File: src/rtl/vga_sync_gen.sv
`default_nettype none
// ============================================================================
//  Module      : vga_sync_gen
//  Description : Raster timing generator. Runs horizontal/vertical counters
//                over an H_TOT x V_TOT frame and decodes them into registered
//                HSYNC/VSYNC, VIDEO_ON, PIX_X/PIX_Y and a FRAME_TICK pulse at
//                the start of vertical blanking.
//                Optional macro VGA_FRAME_CNT_EN adds an 8-bit FRAME_CNT
//                output that increments with each FRAME_TICK.
//  Revision    : 1.0 - initial release
// ============================================================================
module vga_sync_gen #(
    parameter int   H_VIS    = 640,
    parameter int   H_FP     = 16,
    parameter int   H_SYNC   = 96,
    parameter int   H_BP     = 48,
    parameter int   V_VIS    = 480,
    parameter int   V_FP     = 10,
    parameter int   V_SYNC   = 2,
    parameter int   V_BP     = 33,
    parameter logic SYNC_POL = 1'b0
) (
    input  logic       CLK25,
    input  logic       RST,
    output logic       HSYNC,
    output logic       VSYNC,
    output logic       VIDEO_ON,
    output logic [9:0] PIX_X,
    output logic [9:0] PIX_Y,
`ifdef VGA_FRAME_CNT_EN
    output logic [7:0] FRAME_CNT,
`endif
    output logic       FRAME_TICK
);

    // Counter limits and decode boundaries, all at the 10-bit counter width
    localparam logic [9:0] c_H_LAST   = 10'(H_VIS + H_FP + H_SYNC + H_BP - 1);
    localparam logic [9:0] c_V_LAST   = 10'(V_VIS + V_FP + V_SYNC + V_BP - 1);
    localparam logic [9:0] c_H_VIS    = 10'(H_VIS);
    localparam logic [9:0] c_V_VIS    = 10'(V_VIS);
    localparam logic [9:0] c_HS_FIRST = 10'(H_VIS + H_FP);
    localparam logic [9:0] c_HS_LAST  = 10'(H_VIS + H_FP + H_SYNC - 1);
    localparam logic [9:0] c_VS_FIRST = 10'(V_VIS + V_FP);
    localparam logic [9:0] c_VS_LAST  = 10'(V_VIS + V_FP + V_SYNC - 1);

    logic [9:0] r_h_cnt;
    logic [9:0] r_v_cnt;
    logic       r_hsync;
    logic       r_vsync;
    logic       r_video_on;
    logic [9:0] r_pix_x;
    logic [9:0] r_pix_y;
    logic       r_frame_tick;

    logic w_h_wrap;
    logic w_v_wrap;
    logic w_hs_act;
    logic w_vs_act;
    logic w_vid;
    logic w_tick;

    // Decode of the current counter state; outputs register this one cycle later
    always_comb begin
        w_h_wrap = (r_h_cnt == c_H_LAST);
        w_v_wrap = (r_v_cnt == c_V_LAST);
        w_hs_act = (r_h_cnt >= c_HS_FIRST) && (r_h_cnt <= c_HS_LAST);
        w_vs_act = (r_v_cnt >= c_VS_FIRST) && (r_v_cnt <= c_VS_LAST);
        w_vid    = (r_h_cnt < c_H_VIS) && (r_v_cnt < c_V_VIS);
        w_tick   = (r_h_cnt == 10'd0) && (r_v_cnt == c_V_VIS);
    end

    // Raster counters: v advances only on the h wrap; both wrap on the same edge
    always_ff @(posedge CLK25) begin
        if (RST) begin
            r_h_cnt <= 10'd0;
            r_v_cnt <= 10'd0;
        end else begin
            r_h_cnt <= w_h_wrap ? 10'd0 : r_h_cnt + 10'd1;
            if (w_h_wrap) begin
                r_v_cnt <= w_v_wrap ? 10'd0 : r_v_cnt + 10'd1;
            end
        end
    end

    // Registered outputs; syncs idle at the inactive level, including in reset
    always_ff @(posedge CLK25) begin
        if (RST) begin
            r_hsync      <= ~SYNC_POL;
            r_vsync      <= ~SYNC_POL;
            r_video_on   <= 1'b0;
            r_pix_x      <= 10'd0;
            r_pix_y      <= 10'd0;
            r_frame_tick <= 1'b0;
        end else begin
            r_hsync      <= w_hs_act ? SYNC_POL : ~SYNC_POL;
            r_vsync      <= w_vs_act ? SYNC_POL : ~SYNC_POL;
            r_video_on   <= w_vid;
            r_pix_x      <= r_h_cnt;
            r_pix_y      <= r_v_cnt;
            r_frame_tick <= w_tick;
        end
    end

`ifdef VGA_FRAME_CNT_EN
    logic [7:0] r_frame_cnt;

    // Frame counter steps on the same edge that raises FRAME_TICK, wraps 255->0
    always_ff @(posedge CLK25) begin
        if (RST) begin
            r_frame_cnt <= 8'd0;
        end else if (w_tick) begin
            r_frame_cnt <= r_frame_cnt + 8'd1;
        end
    end

    assign FRAME_CNT = r_frame_cnt;
`endif

    assign HSYNC      = r_hsync;
    assign VSYNC      = r_vsync;
    assign VIDEO_ON   = r_video_on;
    assign PIX_X      = r_pix_x;
    assign PIX_Y      = r_pix_y;
    assign FRAME_TICK = r_frame_tick;

endmodule
`default_nettype wire
File: config.mk
export PLATFORM = sky130hd
export DESIGN_NAME = vga_sync_gen
export DESIGN_NICKNAME = d
export VERILOG_FILES = /design/src/rtl/vga_sync_gen.sv
export SDC_FILE = /design/constraint.sdc
export NUM_CORES = 1
export LEC_CHECK = 0
export ABC_AREA = 1
export BUFFER_PORTS_ARGS = -buffer_cell sky130_fd_sc_hd__buf_2
export CAP_MARGIN = 25
export CORE_MARGIN = 4
export CORE_UTILIZATION = 50
export DETAILED_ROUTE_END_ITERATION = 6
export PLACE_DENSITY_LB_ADDON = 0.12
export RECOVER_POWER = 25
export SYNTH_ARGS = -nofsm -noshare
export SYNTH_HDL_FRONTEND = slang
export SYNTH_SLANG_ARGS = --single-unit
File: constraint.sdc
create_clock -name CLK25 -period 1.6 [get_ports CLK25]
set_input_delay 0.08 -clock CLK25 [delete_from_list [all_inputs] [get_ports CLK25]]
set_output_delay 0.08 -clock CLK25 [all_outputs]
set_load 0.01 [all_outputs]
Word level (Yosys, flattened, before mapping)
Index checks and enable logic that the tools add are counted.

storage, ports and cells
  input port bits = 2
  word-level logic and storage cells = 28
  bits in registers = 44
  bits in read-only memories = 0
  RAM bits = 0
  memories kept = 0
  latch bits = 0

cells by class
  multiplexer cells = 3
  bitwise logic cells = 0
  add/subtract/negate cells = 2
  eq/ne operators = 3
  shift operators = 0
  $mul = 0
  $lt $le $gt $ge = 6
  reductions and logical operators = 6
  divide/modulo/power cells = 0

operators with widths
  operator                                               number
  adder 10 x 1 -> 10 bit (second input constant)         2
  equality test 10 bit (second input constant)           2
  equality test 10 x 9 -> 1 bit (second input constant)  1
  >= comparator 10 bit (second input constant)           1
  >= comparator 10 x 9 -> 1 bit (second input constant)  1
  <= comparator 10 bit (second input constant)           1
  <= comparator 10 x 9 -> 1 bit (second input constant)  1
  zero test 10 bit                                       1
  < comparator 10 bit (second input constant)            1
  < comparator 10 x 9 -> 1 bit (second input constant)   1
  2-to-1 mux 10 bit                                      1
  logical AND 1 bit                                      4
  2-to-1 mux 1 bit                                       2
  OR reduction 2 bit                                     1

Longest topological paths before layout
Gate-level depths: netlist of run 1.

  depth after elaboration = 3
  depth in mapped cells = 9

Worst setup path before layout of run 1
No wires, ideal clock.

  kind = register to register
  start = register r_h_cnt[0]
  end = register r_h_cnt[7]
  arrival time = 1.173 ns
  setup time = 0.114 ns
  path slack = 0.313 ns
  cell stages (with the launch flop) = 8
  period minus slack after synthesis = 1.287 ns
  data required time = 1.486 ns
  cells stage by stage = dfxtp_1 > ha_1 > nand2_2 > nor2_4 > nand3_2 > nand2_2 > buf_6 > nor2_1

between the ends
  cells in the longest elaborated chain, start to end = 2
  elaborated cells between the ends (all ways) = 3
  classes of those cells = add/sub (1); eq/ne (1); reduce/logical (1)

ends and longest elaborated chain
  what                                                                            line  text
  from (decl)                                                                     46    logic [9:0] r_h_cnt;
  from (signal assigned)                                                          78    r_h_cnt <= w_h_wrap ? 10'd0 : r_h_cnt + 10'd1;
  parallel branches: the longest is 2 deep, another holds adder 10 x 1 -> 10 bit  n/a

Several ways; the timed one is not identified.
A chain may end at the register's enable or synchronous reset.

Worst setup path in the final report of run 1
  start = register r_h_cnt[0]
  end = register r_hsync (netlist: HSYNC)

between the ends
  cells in the longest elaborated chain, start to end = 3
  elaborated cells between the ends (all ways) = 4
  classes of those cells = order compare (2); mux (1); reduce/logical (1)

ends and longest elaborated chain
  what                                                          line  text
  >= comparator 10 bit or <= comparator 10 bit (tied branches)  66    w_hs_act = (r_h_cnt >= c_HS_FIRST) && (r_h_cnt <= c_HS_LAST);
  logical AND 1 bit (*)                                         66
  2-to-1 mux 1 bit (*)                                          95    r_hsync <= w_hs_act ? SYNC_POL : ~SYNC_POL;
  to (signal assigned)                                          88    r_hsync <= ~SYNC_POL;
  to (signal assigned)                                          95
  to (decl)                                                     48    logic r_hsync;

Every way passes the cells marked *; elsewhere a longest branch is shown, timed or not.

==> out/results.tsv, run 1 <==
stage	metric	value	unit
run_status	status	complete, no violations	
place	Port Buffers	25	
detailed_routing	post-detailed-route wirelength per cell	11.7	um
timing	number of endpoints with negative hold slack in the final report	0	
timing	fin worst setup slack	0.152	ns
worst_setup_path	critical path endpoint category	register	
synth	Netlist Area Pre-Place	1830	sq um
pwr	design internal power	1.68	mW
detailed_routing	Post-route DRC	0	
pwr	highest ir drop seen on vdd	0.000571	V
synth	Yosys warning total	0	
global_route	grt met3 use	6.24	%
global_route	Global Route met1 Usage	25.0	%
global_route	leftover overflow at the end of global routing	0	
layout	non-filler cells in the finished layout	326	
floorplan	row cnt	21	
clock_tree	H-tree depth	2	
floorplan	width of the chip	68.4	um
worst_setup_path	flop2flop setup slack	0.15	ns
min_path	Tightest Hold Check Type	input port to register	
floorplan	vertical extent of the die	68.4	um
worst_setup_path	worst-path maximum fanout	8	
clock_tree	clock network latency to the later pin of the worst-skew pair	0.30	ns
global_route	initial antenna violation count	0	
timing	total negative setup slack	0	ns
synth	number of synthesized register bits	44	
synth	syn nets	251	
place	DP Area	2030	sq um
detailed_routing	Initial DRT Pass Iterations	4	
clock_tree	clock tree buffer depth	2	
worst_setup_path	element type at the critical path start	register	
global_route	first-pass GRT wire length	6.40	mm
timing	Hold WS	0.173	ns
global_route	Most Used Layer, Global Route	met2	
synth	register area share after synthesis	48.3	%
detailed_routing	via total after detailed routing	1591	
pwr	sw power	0.415	mW
pwr	Leak	0.993	nW
pwr	portion of total power attributed to sequential cells	53.3	%
layout	fraction of final layout cells with drive strength greater than 1	17.5	%
floorplan	Boundary Pins	26	
floorplan	Initial Utilization	53.0	%
layout	total of fill cells in the finished design	308	
timing	Worst Tran Pin Value	0.305	ns
timing	number of max-slew violations in the final report	0	
worst_setup_path	Crit path arrival time	1.63	ns
synth	Mean Syn Cell Area	7.48	sq um
worst_setup_path	startpoint-to-endpoint class of the critical path	register to register	
place	pre-CTS setup slack	0.131	ns
detailed_routing	Routed Antenna Nets	0	
layout	number of nets at the end of the flow	286	
detailed_routing	routed vias/inst	4.88	
detailed_routing	WL final	3.81	mm
worst_setup_path	data required time of the worst path	1.78	ns
pwr	power density over the cells	967	nW/um^2
layout	cell area after layout	2160	sq um
clock_tree	hold buffer count at cts	0	
run	max_cap viols	0	
timing	total of endpoints with negative setup slack in the final report	0	
layout	post-layout utilization of the core	62.8	%
synth	Synth top area share	48.3	%
layout	n_diodes	0	
pwr	clock network power share	43.9	%
timing	Slew headroom	79.5	%
timing	setup repair after global routing missed its margin	false	
pwr	Total Power	2.09	mW
detailed_routing	1st-iter DRT viols	92	
timing	post-route clock skew	0.00359	ns
layout	post-synthesis to final-layout area growth	18.4	%
synth	synthesized instance count	244	
place	detailed placer's ending HPWL	2.76	mm
clock_tree	Clock Root Buffer	clkbuf_8	
global_route	via count of the first global-routing pass	1407	
synth	cells taking the most area after synthesis	dfxtp_1 (48%), nor2_1 (12%), nand2_1 (9.9%), inv_1 (6.2%), nand3_1 (3.6%)	
global_route	pin count of the biggest net entering global routing	23	
floorplan	core area	3440	sq um
floorplan	Die Area	4680	sq um
clock_tree	TritonCTS Buffers	5	
synth	count of distinct cell types in the synthesized netlist	21	
pwr	Logic pwr share	2.8	%
timing	Achievable Freq	0.690	GHz
pwr	switching share of total power	19.9	%
place	Cell Count Post-Placement	318	
synth	largest area contributor in the synthesized netlist	dfxtp_1	
global_route	met2 Track Usage GR	26.6	%
clock_tree	CTS tree	done	
place	RD Place Congestion	0.875	
timing	minimum clock period after layout	1.45	ns
timing	fraction of the cycle the final worst path needs	90.5	%
clock_tree	clock slew seen by the registers of the worst setup and hold paths	0.08	ns
global_route	overall track demand over capacity in global routing	18.6	%
clock_tree	number of clock sinks	44	
==> routing by layer <==
layer	routed length (um)	share of wire [%]	vias up
met3	288	7.6	5
li1	-	-	829
met1	1850	48	703
met2	1620	43	54
met4	55	1.4	0
met5	0	0	-
==> synthesized netlist by cell type <==
| cell | n |
|---|---|
| nor2_4 | 4 |
| nand3_2 | 2 |
| nor2_1 | 59 |
| nor4_1 | 1 |
| ha_1 | 5 |
| nand3_1 | 13 |
| clkbuf_1 | 2 |
| nand2_1 | 48 |
| a21oi_1 | 7 |
| nand4_1 | 10 |
| o21ai_0 | 1 |
| xor2_1 | 4 |
| inv_1 | 30 |
| o21ai_1 | 1 |
| nand2_4 | 1 |
| dfxtp_1 | 44 |
| nor3_1 | 6 |
| inv_2 | 1 |
| o22ai_1 | 1 |
| buf_6 | 1 |
| nand2_2 | 3 |
==> what timing repair did <==
item,in CTS,in global routing
setup buffers,0,0
endpoints found under the setup margin,0,6
resized for setup,0,1
==> registers in the layout (all words and copies together) (netlist names) <==
signal and count:
PIX_X 10, PIX_Y 10, r_h_cnt 10, r_v_cnt 10
FRAME_TICK 1, HSYNC 1, VIDEO_ON 1, VSYNC 1
==> worst max-delay path, cell delays in order (launching register included) <==
cell and delay (ns):
dfxtp_1 0.41, ha_1 0.20, nand2_2 0.08, nor2_4 0.10, buf_4 0.16, nand2_1 0.09, o22ai_1 0.18, nand4_1 0.10
==> cell usage in the layout (no fill, tap or decap) <==
| master | count |
|---|---|
| nand4_1 | 10 |
| ha_1 | 5 |
| buf_4 | 5 |
| clkbuf_8 | 7 |
| clkbuf_1 | 1 |
| inv_2 | 1 |
| nand3_1 | 13 |
| o21ai_0 | 1 |
| a21oi_1 | 7 |
| nand2_4 | 2 |
| nand2_1 | 48 |
| buf_2 | 25 |
| nor2_4 | 4 |
| nor3_1 | 6 |
| inv_1 | 30 |
| nand3_2 | 2 |
| nand2_2 | 2 |
| o22ai_1 | 1 |
| nor4_1 | 1 |
| bufinv_16 | 1 |
| nor2_1 | 59 |
| o21ai_1 | 1 |
| xor2_1 | 4 |
| dfxtp_1 | 44 |
==> final timing paths <==
path / startpoint / endpoint / cells after the start
max: r_h_cnt[0] / HSYNC / 7
min: RST / r_v_cnt[1] / 4
max reg2reg: r_h_cnt[0] / HSYNC / 7
min reg2reg: r_h_cnt[0] / r_h_cnt[0] / 1
==> power by group through the flow <==
stage,clock network [mW],registers (mW),logic [mW]
2_1_floorplan,0,1.14,0.0394
3_3_place_gp,0,1.14,0.0579
3_5_place_dp,0,1.14,0.0582
4_1_cts,0.933,1.11,0.0582
5_1_grt,0.985,1.12,0.0670
6_report,0.917,1.11,0.0588
==> cell families (layout without fill, tap and decap cells) <==
kind of cell	after synthesis	count (layout)	share of synthesized area [%]
AND/OR/NAND/NOR	147	147	36.2
flip-flops	44	44	48.3
buffers and inverters	34	70	7.40
AO/OA/AOI/OAI	10	10	2.81
adder cells (fa/ha/maj)	5	5	3.43
XOR/XNOR	4	4	1.92
==> layout make-up <==
type	instances	area [sq um]	share of cell area, %
Tap cell	46	57.6	2.66
Timing Repair Buffer	31	166	7.70
Clock buffer	7	96.3	4.46
Sequential cell	44	881	40.7
Inverter	31	116	5.38
Clock inverter	1	30.0	1.39
Multi-Input combinational cell	166	815	37.7
(Power assumes the default switching activity.)
==> inputs of run 2 (changes only) <==
--- a/config.mk
+++ b/config.mk
@@ -10,6 +10,7 @@
 export CAP_MARGIN = 25
 export CORE_MARGIN = 4
 export CORE_UTILIZATION = 50
+export CTS_BUF_LIST = sky130_fd_sc_hd__clkbuf_2
 export DETAILED_ROUTE_END_ITERATION = 6
 export PLACE_DENSITY_LB_ADDON = 0.12
 export RECOVER_POWER = 25
==> run 2 against run 1 <==
- clock power shrank 35%
- total power shrank 15%
- wire length shrank 3.5%
- final area shrank 3.0%
- critical path depth grew 2
- non-clock buffer count is the same
- core utilization shrank 1.9 points
- critical path type unchanged
==> out/results.tsv, run 2 (synthesis results as in run 1) <==
stage	metric	value	unit
floorplan	vertical extent of the die	68.4	um
detailed_routing	1st-iter DRT viols	104	
timing	minimum clock period after layout	1.43	ns
timing	setup repair after global routing missed its margin	false	
clock_tree	hold buffer count at cts	0	
clock_tree	clock slew seen by the registers of the worst setup and hold paths	0.20	ns
run_status	status	complete, no violations	
min_path	Tightest Hold Check Type	input port to register	
worst_setup_path	element type at the critical path start	register	
place	detailed placer's ending HPWL	2.76	mm
clock_tree	number of clock sinks	44	
timing	Slew headroom	79.9	%
worst_setup_path	worst-path maximum fanout	8	
floorplan	row cnt	21	
layout	post-synthesis to final-layout area growth	14.9	%
run	max_cap viols	0	
floorplan	Boundary Pins	26	
detailed_routing	via total after detailed routing	1586	
layout	post-layout utilization of the core	61.0	%
timing	fraction of the cycle the final worst path needs	89.5	%
worst_setup_path	data required time of the worst path	1.94	ns
pwr	Leak	0.966	nW
floorplan	width of the chip	68.4	um
pwr	power density over the cells	846	nW/um^2
timing	Achievable Freq	0.699	GHz
place	RD Place Congestion	0.875	
clock_tree	H-tree depth	2	
detailed_routing	Routed Antenna Nets	0	
clock_tree	Clock Root Buffer	clkbuf_2	
timing	number of endpoints with negative hold slack in the final report	0	
worst_setup_path	Crit path arrival time	1.77	ns
global_route	via count of the first global-routing pass	1392	
global_route	first-pass GRT wire length	6.29	mm
global_route	leftover overflow at the end of global routing	0	
floorplan	Initial Utilization	53.0	%
layout	number of nets at the end of the flow	286	
pwr	highest ir drop seen on vdd	0.000613	V
timing	post-route clock skew	0.0162	ns
global_route	initial antenna violation count	0	
place	Port Buffers	25	
detailed_routing	routed vias/inst	4.87	
worst_setup_path	critical path endpoint category	register	
global_route	overall track demand over capacity in global routing	18.2	%
layout	most common cell after layout, fill and taps aside	nor2_1	
clock_tree	TritonCTS Buffers	5	
detailed_routing	Initial DRT Pass Iterations	4	
clock_tree	CTS tree	done	
detailed_routing	Post-route DRC	0	
clock_tree	post-CTS setup buffer count	0	
detailed_routing	WL final	3.68	mm
timing	total of endpoints with negative setup slack in the final report	0	
timing	Worst Tran Pin Value	0.299	ns
timing	Hold WS	0.0404	ns
layout	fraction of final layout cells with drive strength greater than 1	16.8	%
global_route	pin count of the biggest net entering global routing	23	
clock_tree	clock network latency to the later pin of the worst-skew pair	0.41	ns
layout	n_diodes	0	
floorplan	Die Area	4680	sq um
floorplan	core area	3440	sq um
detailed_routing	post-detailed-route wirelength per cell	11.3	um
worst_setup_path	startpoint-to-endpoint class of the critical path	register to register	
timing	number of max-slew violations in the final report	0	
clock_tree	post-cts repair resize count	0	
timing	total negative setup slack	0	ns
clock_tree	clock tree buffer depth	2	
layout	most used cells in the layout excluding fill and tap cells	nor2_1 (59), nand2_1 (48), dfxtp_1 (44), inv_1 (30), buf_2 (25)	
run 2: cell count changes in the layout (fill, tap and decap cells not counted):
cell and delta:
clkbuf_8 -7, clkinv_1 +2, clkbuf_2 +5
run 2: through the flow:
stage	instance area, sq um	power [mW]	instances	setup WS [ns]
3_5_place_dp	2030	1.20	318	0.131
6_report	2100	1.77	326	0.169
4_1_cts	2100	1.79	326	0.113
3_3_place_gp	2030	1.20	318	0.164
5_1_grt	2100	1.85	326	0.000174
2_1_floorplan	1830	1.18	244	0.313
run 2: power by group:
part           internal (mW)  switching [mW]
clock network          0.255           0.344
registers               1.11         0.00882
logic                 0.0196          0.0387
total                   1.38           0.391
run 2: layout make-up:
| cell class | count | area, sq um |
|---|---|---|
| fillers | 319 | 1340 |
| flip-flops and latches | 44 | 881 |
| multi-input cells | 166 | 815 |
| repair buffers | 31 | 166 |
| inverters | 31 | 116 |
| well taps | 46 | 57.6 |
| clock inverters | 3 | 37.5 |
| clock buffers | 5 | 25.0 |
run 2: critical path, stage by stage, from the launching register on:
cell     delay (ns)
dfxtp_1        0.45
ha_1           0.20
nand2_2        0.08
nor2_4         0.10
buf_4          0.16
nand3_1        0.14
nand2_1        0.10
nand2_1        0.05
nand2_1        0.05
inv_1          0.03
run 2: worst paths after layout:
| kind | from | to | slack, ns | cells after the start |
|---|---|---|---|---|
| hold / removal | RST | r_v_cnt[1] | 0.04 | 4 |
| hold reg to reg | r_h_cnt[1] | PIX_X[1] | 0.51 | 2 |
| setup / recovery | r_h_cnt[0] | r_v_cnt[0] | 0.17 | 9 |
| setup reg to reg | r_h_cnt[0] | r_v_cnt[0] | 0.17 | 9 |
run 2: layer usage:
metal	global-route usage, %	share of wire [%]
met1	25.0	49
met2	25.7	41
met3	5.09	7.5
met4	8.93	2.1
met5	0	0
==> inputs of run 3 (changes only) <==
--- a/config.mk
+++ b/config.mk
@@ -12,6 +12,7 @@
 export CORE_UTILIZATION = 50
 export CTS_BUF_LIST = sky130_fd_sc_hd__clkbuf_2
 export DETAILED_ROUTE_END_ITERATION = 6
+export HOLD_SLACK_MARGIN = 0.15
 export PLACE_DENSITY_LB_ADDON = 0.12
 export RECOVER_POWER = 25
 export SYNTH_ARGS = -nofsm -noshare
==> run 3 against run 2 <==
- largest cell class unchanged
- sequential share of layout area decreased by 0.17 points
- die area unchanged
- final area increased by 0.42%
- via count increased by 0.50%
- sequential power about the same
- critical path type unchanged
- final cell count increased by 0.31%
- wire length increased by 0.57%
- hold slack improved by 0.47 ns
- total power about the same
- clock power about the same
- non-clock buffer count increased by 1
- clock-buffer cell count unchanged
==> out/results.tsv, run 3 (synthesis results as in run 1) <==
stage	metric	value	unit
timing	number of max-slew violations in the final report	0	
worst_setup_path	Crit path arrival time	1.78	ns
clock_tree	H-tree depth	2	
floorplan	vertical extent of the die	68.4	um
worst_setup_path	element type at the critical path start	register	
floorplan	Boundary Pins	26	
global_route	initial antenna violation count	0	
timing	fraction of the cycle the final worst path needs	90.4	%
detailed_routing	routed vias/inst	4.87	
timing	total of endpoints with negative setup slack in the final report	0	
global_route	overall track demand over capacity in global routing	18.2	%
layout	number of nets at the end of the flow	287	
floorplan	Die Area	4680	sq um
pwr	power density over the cells	843	nW/um^2
worst_setup_path	data required time of the worst path	1.94	ns
place	detailed placer's ending HPWL	2.76	mm
place	pre-CTS setup slack	0.131	ns
timing	fin worst setup slack	0.153	ns
layout	most used cells in the layout excluding fill and tap cells	nor2_1 (59), nand2_1 (48), dfxtp_1 (44), inv_1 (30), buf_2 (24)	
timing	number of endpoints with negative hold slack in the final report	0	
global_route	via count of the first global-routing pass	1392	
detailed_routing	Post-route DRC	0	
timing	post-route clock skew	0.0166	ns
place	Port Buffers	25	
layout	fraction of final layout cells with drive strength greater than 1	16.4	%
timing	setup repair after global routing missed its margin	false	
clock_tree	number of clock sinks	44	
clock_tree	clock network latency to the later pin of the worst-skew pair	0.41	ns
clock_tree	post-CTS setup buffer count	0	
detailed_routing	via total after detailed routing	1594	
detailed_routing	WL final	3.70	mm
place	RD Place Congestion	0.875	
detailed_routing	Routed Antenna Nets	0	
run_status	status	complete, no violations	
timing	minimum clock period after layout	1.45	ns
floorplan	width of the chip	68.4	um
layout	cell area after layout	2110	sq um
layout	n_diodes	0	
min_path	Tightest Hold Check Type	register to register	
global_route	first-pass GRT wire length	6.29	mm
floorplan	core area	3440	sq um
clock_tree	Clock Root Buffer	clkbuf_2	
timing	Achievable Freq	0.691	GHz
pwr	highest ir drop seen on vdd	0.000613	V
place	DP Area	2030	sq um
layout	post-synthesis to final-layout area growth	15.4	%
floorplan	Initial Utilization	53.0	%
global_route	pin count of the biggest net entering global routing	23	
timing	Slew headroom	79.8	%
worst_setup_path	critical path endpoint category	register	
worst_setup_path	startpoint-to-endpoint class of the critical path	register to register	
floorplan	row cnt	21	
clock_tree	TritonCTS Buffers	5	
timing	total negative setup slack	0	ns
run	max_cap viols	0	
timing	Worst Tran Pin Value	0.301	ns
clock_tree	CTS tree	done	
layout	most common cell after layout, fill and taps aside	nor2_1	
clock_tree	clock slew seen by the registers of the worst setup and hold paths	0.20	ns
pwr	Leak	0.968	nW
worst_setup_path	worst-path maximum fanout	8	
detailed_routing	Initial DRT Pass Iterations	4	
detailed_routing	post-detailed-route wirelength per cell	11.3	um
detailed_routing	1st-iter DRT viols	98	
global_route	leftover overflow at the end of global routing	0	
clock_tree	clock tree buffer depth	2	
==> run 3: changes by cell type in the layout (fill, tap and decap cells not counted), sizes merged <==
cell / delta
dlygate4sd3: +1
buf: -1
clkbuf: +1
==> run 3: critical path, stage by stage (launching register included) <==
cell     delay [ns]
dfxtp_1        0.45
ha_1           0.20
nand2_2        0.08
nor2_4         0.10
buf_4          0.16
nand3_1        0.15
nand2_1        0.10
nand2_1        0.05
nand2_1        0.05
inv_1          0.03
==> run 3: worst paths after layout <==
check | startpoint | to | slack (ns) | cells past startpoint
worst max-delay path | r_h_cnt[0] | r_v_cnt[0] | 0.15 | 9
worst min-delay path | r_h_cnt[1] | PIX_X[1] | 0.51 | 2
worst max register to register | r_h_cnt[0] | r_v_cnt[0] | 0.15 | 9
worst min register to register | r_h_cnt[1] | PIX_X[1] | 0.51 | 2
==> run 3: stage by stage <==
stage | util (%) | hold WS (ns) | power (mW) | std cells
after floorplan | - | 0.164 | 1.18 | 244
after global placement | 59.1 | 0.461 | 1.20 | 318
after detailed placement | 59.1 | 0.459 | 1.20 | 318
after CTS | 61.2 | 0.516 | 1.79 | 327
after global routing | 61.2 | 0.542 | 1.85 | 327
final | 61.2 | 0.510 | 1.78 | 327
==> run 3: report_power, final <==
part	total, mW	leakage (nW)	internal, mW	switching (mW)
Sequential	1.12	0.356	1.11	0.00882
Clock	0.598	0.0380	0.255	0.343
Combinational	0.0599	0.574	0.0208	0.0391
Total	1.78	0.968	1.38	0.391
==> run 3: area by class of cell <==
cell class                 instances  area, sq um
tap                               46         57.6
clock buffer                       5         25.0
timing repair buffer              32          175
multi-input combinational        166          815
inverter                          31          116
fill                             319         1340
clock inverter                     3         37.5
sequential                        44          881
==> run 3: per-layer routing <==
layer,GRT usage [%],up-vias,part of all wire (%)
met1,25.1,701,49
met4,8.93,0,1.5
li1,-,834,-
met2,25.7,53,42
met3,4.93,6,7.4
met5,0,-,0
==> run 3: what timing repair did <==
action	4_1_cts	5_1_grt
endpoints found under the hold margin	25	0
endpoints found under the setup margin	0	7
hold buffers	1	0
gates resized for setup	0	1
